<file path="src/rtl/vedic_pkg.sv">
// Shared types and helpers for the sequential Vedic multiplier controller.
package vedic_pkg;

  typedef enum logic [1:0] {IDLE, RUN, DONE} vmul_state_t;

  localparam int DIGIT_W = 2;

  function automatic int digit_cnt(input int width);
    return width / DIGIT_W;
  endfunction

endpackage

</file>
<file path="src/rtl/vedic_mult_2bit.sv">
// 2x2 Vedic (Urdhva-Tiryagbhyam) multiplier cell: vertical and crosswise partial terms.
module vedic_mult_2bit (
  input  logic [1:0] a_i,
  input  logic [1:0] b_i,
  output logic [3:0] p_o
);

  logic hi_term;
  logic cross_a;
  logic cross_b;
  logic carry1;

  assign hi_term = a_i[1] & b_i[1];
  assign cross_a = a_i[1] & b_i[0];
  assign cross_b = a_i[0] & b_i[1];
  assign carry1  = cross_a & cross_b;

  assign p_o[0] = a_i[0] & b_i[0];
  assign p_o[1] = cross_a ^ cross_b;
  assign p_o[2] = hi_term ^ carry1;
  assign p_o[3] = hi_term & carry1;

endmodule

</file>
<file path="src/rtl/vedic_seq_mult_ctrl.sv">
// Iterative WIDTH x WIDTH multiplier reusing one 2x2 Vedic cell over all digit pairs.
// Optional signed operands when VEDIC_SEQ_SIGNED_EN is defined (adds is_signed_i).
module vedic_seq_mult_ctrl
  import vedic_pkg::*;
#(
  parameter int WIDTH = 8
) (
  input  logic               clk,
  input  logic               rst_n,
  input  logic               in_valid,
  output logic               in_ready,
  input  logic [WIDTH-1:0]   a_i,
  input  logic [WIDTH-1:0]   b_i,
`ifdef VEDIC_SEQ_SIGNED_EN
  input  logic               is_signed_i,
`endif
  output logic               out_valid,
  input  logic               out_ready,
  output logic [2*WIDTH-1:0] product_o,
  output logic               busy_o
);

  localparam int D  = digit_cnt(WIDTH);
  localparam int CW = (D > 1) ? $clog2(D) : 1;
  localparam int PW = 2 * WIDTH;
  localparam int SW = $clog2(PW) + 1;
  localparam logic [CW-1:0] LAST = CW'(D - 1);

  vmul_state_t       state_q, state_d;
  logic [WIDTH-1:0]  a_q, a_d, b_q, b_d;
  logic [PW-1:0]     acc_q, acc_d, prod_q, prod_d;
  logic [CW-1:0]     i_q, i_d, j_q, j_d;
  logic              neg_q, neg_d;

  logic [WIDTH-1:0]  a_mag, b_mag;
  logic              neg_in;
  logic [1:0]        a_dig, b_dig;
  logic [3:0]        pp;
  logic [SW-1:0]     shamt;
  logic [PW-1:0]     acc_sum;

  // Latch magnitudes so the unsigned datapath serves both modes; sign is reapplied at the end.
`ifdef VEDIC_SEQ_SIGNED_EN
  assign a_mag  = (is_signed_i && a_i[WIDTH-1]) ? -a_i : a_i;
  assign b_mag  = (is_signed_i && b_i[WIDTH-1]) ? -b_i : b_i;
  assign neg_in = is_signed_i & (a_i[WIDTH-1] ^ b_i[WIDTH-1]);
`else
  assign a_mag  = a_i;
  assign b_mag  = b_i;
  assign neg_in = 1'b0;
`endif

  assign a_dig = 2'(a_q >> {i_q, 1'b0});
  assign b_dig = 2'(b_q >> {j_q, 1'b0});

  vedic_mult_2bit u_cell (
    .a_i (a_dig),
    .b_i (b_dig),
    .p_o (pp)
  );

  assign shamt   = SW'(i_q) + SW'(j_q);
  assign acc_sum = acc_q + (PW'(pp) << {shamt, 1'b0});

  // NOTE: every output of this block gets a default first, so no path leaves a latch behind.
  always_comb begin
    state_d = state_q;
    a_d     = a_q;
    b_d     = b_q;
    acc_d   = acc_q;
    i_d     = i_q;
    j_d     = j_q;
    prod_d  = prod_q;
    neg_d   = neg_q;
    unique case (state_q)
      IDLE: begin
        if (in_valid) begin
          a_d     = a_mag;
          b_d     = b_mag;
          neg_d   = neg_in;
          acc_d   = '0;
          i_d     = '0;
          j_d     = '0;
          state_d = RUN;
        end
      end
      RUN: begin
        acc_d = acc_sum;
        if (j_q == LAST) begin
          j_d = '0;
          if (i_q == LAST) begin
            i_d     = '0;
            prod_d  = neg_q ? -acc_sum : acc_sum;
            state_d = DONE;
          end else begin
            i_d = CW'(i_q + 1'b1);
          end
        end else begin
          j_d = CW'(j_q + 1'b1);
        end
      end
      DONE: begin
        if (out_ready) state_d = IDLE;
      end
      default: state_d = IDLE;
    endcase
  end

  // NOTE: state uses non-blocking assignments so all flops update together from pre-edge values.
  always_ff @(posedge clk or negedge rst_n) begin
    if (!rst_n) begin
      state_q <= IDLE;
      a_q     <= '0;
      b_q     <= '0;
      acc_q   <= '0;
      i_q     <= '0;
      j_q     <= '0;
      prod_q  <= '0;
      neg_q   <= 1'b0;
    end else begin
      state_q <= state_d;
      a_q     <= a_d;
      b_q     <= b_d;
      acc_q   <= acc_d;
      i_q     <= i_d;
      j_q     <= j_d;
      prod_q  <= prod_d;
      neg_q   <= neg_d;
    end
  end

  assign in_ready  = (state_q == IDLE);
  assign out_valid = (state_q == DONE);
  assign busy_o    = (state_q != IDLE);
  assign product_o = prod_q;

endmodule

</file>
<file path="config.mk">
export PLATFORM = sky130hd
export DESIGN_NAME = vedic_seq_mult_ctrl
export DESIGN_NICKNAME = d
export VERILOG_FILES = /design/src/rtl/vedic_pkg.sv /design/src/rtl/vedic_mult_2bit.sv /design/src/rtl/vedic_seq_mult_ctrl.sv
export SDC_FILE = /design/constraint.sdc
export NUM_CORES = 1
export LEC_CHECK = 0
export CELL_PAD_IN_SITES_DETAIL_PLACEMENT = 0
export CELL_PAD_IN_SITES_GLOBAL_PLACEMENT = 1
export CORE_ASPECT_RATIO = 1.75
export CORE_MARGIN = 1
export CORE_UTILIZATION = 44
export DETAILED_ROUTE_END_ITERATION = 7
export PLACE_DENSITY_LB_ADDON = 0.1
export SYNTH_ARGS = -nofsm -noshare
export SYNTH_HDL_FRONTEND = slang
export SYNTH_HIERARCHICAL = 1
export SYNTH_SLANG_ARGS = --single-unit
</file>
<file path="constraint.sdc">
create_clock -name clk -period 4.09 [get_ports clk]
set_input_delay 0.6135 -clock clk [delete_from_list [all_inputs] [get_ports clk]]
set_output_delay 0.6135 -clock clk [all_outputs]
set_load 0.02 [all_outputs]
</file>
==> impl_results.md, run 1 <==
* Normalized max-slew margin at 0.196
* Die Y-Extent at approximately 110 µm
* Share of total power in sequential cells at 0.296
* Peak fanout along the critical path at 7
* Horizontal extent of the die at 66.0 µm
* Final wirelength at roughly 6700 µm
* Initial antenna violation count at 0
* Clk_skew at 0.00590 ns
* Initial core utilization at 0.457
* Met1 routing resource usage after global routing at 0.217
* Logic pwr share at 0.568
* Dominant synthesized flop cell: sky130_fd_sc_hd__dfrtp_1
* Boundary Pins at 39
* CTS-repair resized insts at 0
* Switching power share of the total at 0.426
* DRC violation count after routing at 0
* Final net count at 387
* H-tree Lvls at 2
* Via-per-instance ratio at roughly 5.4
* Endpoint arrival time on the critical path at 3.96 ns
* Number of setup violations in the final report at 0
* Share of synthesized cell area in and, or, nand and nor gates at 0.151
* Area of placed instances at 3570 µm²
* Most used cells in the layout excluding fill and tap cells: 54 x sky130_fd_sc_hd__dfrtp_1, 37 x sky130_fd_sc_hd__clkdlybuf4s50_1, 36 x sky130_fd_sc_hd__nand2_1
* Clock network fraction of total power at 0.136
* Synthesis-stage register bit count at 54
* Clock tree from TritonCTS: built
* Mapped cell area at 3160 µm²
* CP Class: register to register
* Post-Syn Instances at 311
* DP HPWL at between 5000 and 6000 µm
* Share of the yosys chip area belonging to registers at 0.428
* Endpoint required time on the critical path at 4.22 ns
* Post-detailed-route count of antenna-violating nets at 0
* Total negative slack at 0 ns
* Run status: complete, no violations
* Endpoints failing hold at 0
* Final Max Slew Viols at 0
* Type of element launching the critical path: register
* Unrepaired setup endpoints after global routing: no
* EDFF count, synth at 0
* Iteration-0 DRC count of the detailed router at 98
* Number of buffers added by the clock tree synthesis step at 5
* Critical path startpoint: j_q[0]$_DFFE_PN0P_
* # Max-Cap Violations at 0
* Biggest area contributors in the synthesized netlist: sky130_fd_sc_hd__dfrtp_1 43%, sky130_fd_sc_hd__ha_1 7.9%, sky130_fd_sc_hd__mux2_2 6.4%, sky130_fd_sc_hd__nand2_1 4.3%, sky130_fd_sc_hd__o21ai_0 3.8%
* Synth-to-layout area growth at 17.7%
* Site row count at 40
* Cell class contributing the biggest share of worst-path delay: multiplexers
* Post-layout worst setup margin at 0.266 ns
* Share of layout cells above drive strength 1 at 0.121
* GRT Util Overall at 0.199
* Post-synthesis mux area share at 0.0991
* RR Startpoint: j_q[0]$_DFFE_PN0P_
* Combinational family with the most area after synthesis: compound AO/OA/AOI/OAI gates
* CTS Root Cell: sky130_fd_sc_hd__clkbuf_16
* Most common cell after layout, fill and taps aside: sky130_fd_sc_hd__dfrtp_1
* Port Buf Inserts at 38
* Async set or reset register ratio after synthesis at 1.00
* Post-route cell area at 3710 µm²
* Skew-Pair Late Insertion Delay at between 0.2 and 0.3 ns
* Leftover overflow at the end of global routing at 0
* Internal cell power at 0.00180 W
* Cell Chain, Critical Path: mux4_2 > and2_1 > ha_1 > ha_1 > mux2i_1 > nor2_1 > ha_1 > a21o_1 > a311oi_2 > nor3b_1 > a311oi_2 > xor2_1 > o21ai_1
* Post-synth cell types at 41
* Number of filler cells placed in the layout at 660
* Most Frequent Cell on Critical Path: sky130_fd_sc_hd__ha_1
* Endpoint type of the worst setup path: register
* GR peak layer: met2
* Postcts setup bufs at 0
* Clock-pin slew on the worst setup and hold paths at 0.07 ns
* Post-cts hold buffer count at 0
* Post-synthesis compound-gate area fraction at 0.152
* Syn Nets at between 300 and 400
* Number of warning messages in the yosys log at 6
* Mean area per synthesized cell at 10.1 µm²
* CTS Buffer Depth at 2
* Final Util at 0.538
* Xor/xnor share of the synthesized area at 0.0333
* Largest area contributor in the synthesized netlist: sky130_fd_sc_hd__dfrtp_1
* Sequential cell area at approximately 1400 µm²
* Fmax at 261 MHz
* Clock tree sinks at 54
* Via count of the first global-routing pass at 2351
* Pin count of the biggest net entering global routing at 34
* Leak pwr at around 1.6 nW
* Grt met3 use at 0.0340
* Met2 routing resource usage after global routing at 0.364
* Worst stage delay on the critical path at 0.56 ns
* Transition time at the pin with the least slew margin at 1.21 ns
* Detail-routed net length per standard cell at 15.6 µm
* Hold crit path type: input pin to async pin
* Sw Pwr at 0.00134 W
* First-pass iteration count of the detailed router at 4
* Worst slack after detailed placement at 0.241 ns
* Wire length of the first global-routing pass at 11200 µm
* Post-Synth Adder-Cell Area at 0.0920
* Final Instance Count excl. Fillers at 430
* Floorplan core area at a little under 7000 µm²
* GP Congestion at 0.861
* Time the final worst path needs with I/O delays and setup at 3.82 ns
* Final cycle utilization of the critical path at 0.935
* Crit path buf inv count at 0
* Share of Yosys cell area claimed by the top area cell type at 0.428
* Number of vias in the routed layout at 2325
* Slowest library cell on the worst path: sky130_fd_sc_hd__mux4_2
* Power density over cell area at 845 nW/µm²
* Antenna cell count at 0
* Floorplan die area at 7530 µm²
* Inst Count DP at 422
* Total area of multi-input combinational cells at around 1700 µm²
* Worst VDD drop at 0.375 mV
-- kinds of logic (layout without fill, tap and decap cells) --
| kind of cell | after synthesis | count (layout) |
|---|---|---|
| buf+inv | 25 | 60 |
| compound gates | 72 | 72 |
| simple gates | 102 | 102 |
| flops | 54 | 54 |
| xor+xnor | 12 | 12 |
| fa+ha+maj | 22 | 22 |
| mux | 24 | 24 |
-- layout make-up --
| class | instances | area share |
|---|---|---|
| Inverter | 9 | 0.00910 |
| Multi-Input combinational cell | 232 | 0.448 |
| Timing Repair Buffer | 43 | 0.111 |
| Clock buffer | 7 | 0.0384 |
| Sequential cell | 54 | 0.364 |
| Clock inverter | 1 | 0.00135 |
| Tap cell | 84 | 0.0283 |
-- through the flow --
step,total power (W),hold slack [ns]
final,0.00314,0.300
after global routing,0.00343,0.333
after CTS,0.00318,0.312
after detailed placement,0.00274,0.470
after global placement,0.00271,0.459
after floorplan,0.00227,0.318
-- power groups by stage --
| stage | sequential (W) | clock, W | combinational [W] |
|---|---|---|---|
| after global placement | 0.000935 | 0 | 0.00178 |
| after global routing | 0.000962 | 0.000466 | 0.00201 |
| after CTS | 0.000932 | 0.000441 | 0.00181 |
| after floorplan | 0.000964 | 0 | 0.00130 |
| final | 0.000928 | 0.000426 | 0.00178 |
| after detailed placement | 0.000942 | 0 | 0.00180 |
-- per-layer routing --
metal | share of wire | up-vias
met5 | 0 | -
met1 | 0.40 | 1116
met3 | 0.018 | 10
li1 | - | 1170
met4 | 0.027 | 0
met2 | 0.56 | 29
-- sequential cells by signal (all words and copies together) (netlist names) --
register	count
acc_q	16
product_o	16
a_q	8
b_q	8
i_q	2
j_q	2
state_q	2
-- final timing paths --
check / cells past startpoint / end / slack, ns
setup / recovery: 13 / acc_q[12]$_DFFE_PN0P_ / 0.27
hold / removal: 1 / product_o[14]$_DFFE_PN0P_ / 0.30
setup reg to reg: 13 / acc_q[12]$_DFFE_PN0P_ / 0.27
hold reg to reg: 2 / product_o[13]$_DFFE_PN0P_ / 0.48
max in group asynchronous: 2 / j_q[1]$_DFFE_PN0P_ / 2.98
min in group clk: 2 / product_o[13]$_DFFE_PN0P_ / 0.48
-- synthesized netlist by cell type (3+ instances only) --
cell type                   n
sky130_fd_sc_hd__a21o_1     3
sky130_fd_sc_hd__o21ai_1    4
sky130_fd_sc_hd__and2_1     4
sky130_fd_sc_hd__buf_6      6
sky130_fd_sc_hd__clkbuf_1   8
sky130_fd_sc_hd__xnor2_1    5
sky130_fd_sc_hd__o31ai_1    9
sky130_fd_sc_hd__nand2_1   36
sky130_fd_sc_hd__nand2b_1   6
sky130_fd_sc_hd__ha_1      20
sky130_fd_sc_hd__nor2_1    20
sky130_fd_sc_hd__a31oi_1    4
sky130_fd_sc_hd__a21oi_1   12
sky130_fd_sc_hd__mux2_2    18
sky130_fd_sc_hd__inv_1      9
sky130_fd_sc_hd__nand3_1   22
sky130_fd_sc_hd__nor3_1     6
sky130_fd_sc_hd__o21ai_0   24
sky130_fd_sc_hd__dfrtp_1   54
sky130_fd_sc_hd__mux4_2     4
sky130_fd_sc_hd__nor2b_1    4
sky130_fd_sc_hd__xor2_1     7
Note: power is estimated with default switching activity, not from simulation.
==> inputs of run 2 (changes only) <==
CELL_PAD_IN_SITES_DETAIL_PLACEMENT = not set   (was 0)
CELL_PAD_IN_SITES_GLOBAL_PLACEMENT = not set   (was 1)
CORE_UTILIZATION = 45   (was 44)
PLACE_DENSITY = 0.67   (was not set)
PLACE_DENSITY_LB_ADDON = not set   (was 0.1)
==> run 2 against run 1 <==
  * Final area up 0.10%
  * Routed wire length up 2.5%
  * Total power up 1.3%
  * Hold slack better by 0.092 ns
  * Register-to-register slack about the same
  * Cell count unchanged
  * Clock skew up 0.0019 ns
  * Clock power about the same
  * Non-clock buffer count unchanged
  * Combinational power about the same
==> impl_results.md, run 2 (synthesized netlist as in run 1, its figures left out) <==
* Sw Pwr at 0.00138 W (+2.9%)
* Endpoint required time on the critical path at 4.22 ns (about the same)
* Post-layout worst setup margin at 0.275 ns (+0.00988 ns)
* Pin count of the biggest net entering global routing at 36 (+5.9%)
* Skew-Pair Late Insertion Delay at 0.29 ns (about the same)
* Clock network fraction of total power at 0.134 (-0.002)
* Horizontal extent of the die at 65.3 µm (-1.1%)
* Switching power share of the total at 0.433 (+0.00670)
* Total negative slack at 0 ns (unchanged)
* Internal cell power at 0.00180 W (+0.12%)
* Logic pwr share at 0.571 (+0.003)
* Pwr Total at 0.00318 W (+1.3%)
* Worst stage delay on the critical path at 0.54 ns (-0.02 ns)
* Area of placed instances at 3570 µm² (unchanged)
* Hold crit path type: input pin to async pin
* Post-route cell area at 3720 µm² (+0.10%)
* Endpoint type of the worst setup path: register
* CTS-repair resized insts at 0 (unchanged)
* Via-per-instance ratio at 5.63 (+4.2%)
* Number of setup violations in the final report at 0 (unchanged)
* Final cycle utilization of the critical path at 0.933 (-0.00242)
* Final wirelength at 6880 µm (+2.5%)
* Leak pwr at 1.62 nW (about the same)
* DRC violation count after routing at 0 (unchanged)
* Final net count at 387 (unchanged)
* Clk_skew at 0.00778 ns (+0.00189 ns)
* Clock tree sinks at 54 (unchanged)
* Clock tree from TritonCTS: built
* CTS Buffer Depth at 2 (unchanged)
* Number of filler cells placed in the layout at 655 (-0.76%)
* Floorplan die area at 7360 µm² (-2.2%)
* Boundary Pins at 39 (unchanged)
* Antenna cell count at 0 (unchanged)
* GP Congestion at 0.947 (+10%)
* Worst setup slack for register-to-register paths at 0.28 ns (about the same)
* Most used cells in the layout excluding fill and tap cells: 54 x sky130_fd_sc_hd__dfrtp_1, 37 x sky130_fd_sc_hd__clkdlybuf4s50_1, 36 x sky130_fd_sc_hd__nand2_1
* Detail-routed net length per standard cell at 16.0 µm (+2.5%)
* Leftover overflow at the end of global routing at 0 (unchanged)
* Share of total power in sequential cells at 0.295 (about the same)
* Transition time at the pin with the least slew margin at 1.14 ns (-0.0680 ns)
* DP HPWL at 5460 µm (+4.8%)
* Final Util at 0.546 (+0.00846)
* Die Y-Extent at 113 µm (-1.1%)
* Time the final worst path needs with I/O delays and setup at 3.81 ns (-0.00988 ns)
* CP Class: register to register
* Final Max Slew Viols at 0 (unchanged)
* Fmax at 262 MHz (+0.26%)
* Post-cts hold buffer count at 0 (unchanged)
* Type of element launching the critical path: register
* Most common cell after layout, fill and taps aside: sky130_fd_sc_hd__dfrtp_1
* Cell Chain, Critical Path: mux4_2 > and2_1 > ha_1 > ha_1 > a31oi_1 > nor2b_1 > ha_1 > a211o_1 > a31oi_4 > nor2_1 > a311oi_2 > xor2_1 > o21ai_1
* # Max-Cap Violations at 0 (unchanged)
* Port Buf Inserts at 38 (unchanged)
* Synth-to-layout area growth at 17.8%
* Share of layout cells above drive strength 1 at 0.124 (+0.00289)
* Run status: complete, no violations
* Postcts setup bufs at 0 (unchanged)
* Slowest library cell on the worst path: sky130_fd_sc_hd__mux4_2
* H-tree Lvls at 2 (unchanged)
* Number of buffers added by the clock tree synthesis step at 5 (unchanged)
* Peak fanout along the critical path at 7 (unchanged)
* Iteration-0 DRC count of the detailed router at 105 (+7.1%)
* Floorplan core area at 6810 µm² (-1.4%)
* Unrepaired setup endpoints after global routing: no
* Post-detailed-route count of antenna-violating nets at 0 (unchanged)
* Number of vias in the routed layout at 2423 (+4.2%)
* Initial core utilization at 0.464 (+0.00672)
* First-pass iteration count of the detailed router at 4 (unchanged)
* Worst VDD drop at 0.440 mV (+18%)
* Clock-pin slew on the worst setup and hold paths at 0.07 ns (about the same)
* Initial antenna violation count at 0 (unchanged)
* Endpoints failing hold at 0 (unchanged)
* Crit path buf inv count at 0 (unchanged)
* Normalized max-slew margin at 0.242 (+0.0453)
* Wire length of the first global-routing pass at 11800 µm (+5.2%)
* Power density over cell area at 855 nW/µm² (+1.2%)
* Site row count at 40 (unchanged)
* Worst slack after detailed placement at 0.296 ns (+0.0549 ns)
* CTS Root Cell: sky130_fd_sc_hd__clkbuf_16
* Cell class contributing the biggest share of worst-path delay: compound AO/OA/AOI/OAI gates
* Most Frequent Cell on Critical Path: sky130_fd_sc_hd__ha_1
* Via count of the first global-routing pass at 2528 (+7.5%)
* GRT Util Overall at 0.213 (+0.0131)
* Endpoint arrival time on the critical path at 3.95 ns (about the same)
-- run 2: cell count changes in the layout (fill, tap and decap cells not counted), sizes merged --
cell / previous run / this run
clkinvlp: 0 / 1
clkbuf: 7 / 6
-- run 2: metrics by stage --
| step | std cells | hold slack, ns |
|---|---|---|
| 6_report | 430 | 0.391 |
| 5_1_grt | 430 | 0.460 |
| 4_1_cts | 430 | 0.416 |
| 3_5_place_dp | 422 | 0.471 |
| 3_3_place_gp | 422 | 0.461 |
| 2_1_floorplan | 311 | 0.318 |
-- run 2: per-layer routing --
metal,track usage,routed length [µm],vias to the layer above
met5,0,0,-
met4,0.129,365,0
met3,0.0292,144,25
met2,0.397,3930,60
met1,0.213,2440,1166
li1,-,-,1172
-- run 2: final timing paths --
check | start | end | cells past startpoint
max | i_q[0]$_DFFE_PN0P_ | acc_q[12]$_DFFE_PN0P_ | 13
min | rst_n | product_o[13]$_DFFE_PN0P_ | 1
max reg2reg | i_q[0]$_DFFE_PN0P_ | acc_q[12]$_DFFE_PN0P_ | 13
min reg2reg | product_o[8]$_DFFE_PN0P_ | product_o[8]$_DFFE_PN0P_ | 2
max in group asynchronous | rst_n | acc_q[2]$_DFFE_PN0P_ | 2
min in group clk | product_o[8]$_DFFE_PN0P_ | product_o[8]$_DFFE_PN0P_ | 2
-- run 2: final cells by class --
type / count / area [µm²] / share of cell area
Timing Repair Buffer: 43 / 413 / 0.111
Tap cell: 84 / 105 / 0.0283
Clock inverter: 2 / 12.5 / 0.00337
Sequential cell: 54 / 1350 / 0.364
Inverter: 9 / 33.8 / 0.00909
Multi-Input combinational cell: 232 / 1660 / 0.447
Clock buffer: 6 / 139 / 0.0374
-- run 2: worst register-to-register path, cell delays in order, from the launching register on --
cell and delay [ns]:
sky130_fd_sc_hd__dfrtp_1 0.47, sky130_fd_sc_hd__mux4_2 0.54, sky130_fd_sc_hd__and2_1 0.18, sky130_fd_sc_hd__ha_1 0.20, sky130_fd_sc_hd__ha_1 0.32, sky130_fd_sc_hd__a31oi_1 0.22
sky130_fd_sc_hd__nor2b_1 0.09, sky130_fd_sc_hd__ha_1 0.40, sky130_fd_sc_hd__a211o_1 0.37, sky130_fd_sc_hd__a31oi_4 0.20, sky130_fd_sc_hd__nor2_1 0.09, sky130_fd_sc_hd__a311oi_2 0.29
sky130_fd_sc_hd__xor2_1 0.21, sky130_fd_sc_hd__o21ai_1 0.08
-- run 2: power by group through the flow --
stage / combinational, W / clock [W] / sequential (W)
floorplan: 0.00130 / 0 / 0.000964
global placement: 0.00178 / 0 / 0.000940
detailed placement: 0.00182 / 0 / 0.000949
CTS: 0.00182 / 0.000441 / 0.000939
global route: 0.00202 / 0.000458 / 0.000966
finish: 0.00181 / 0.000425 / 0.000938
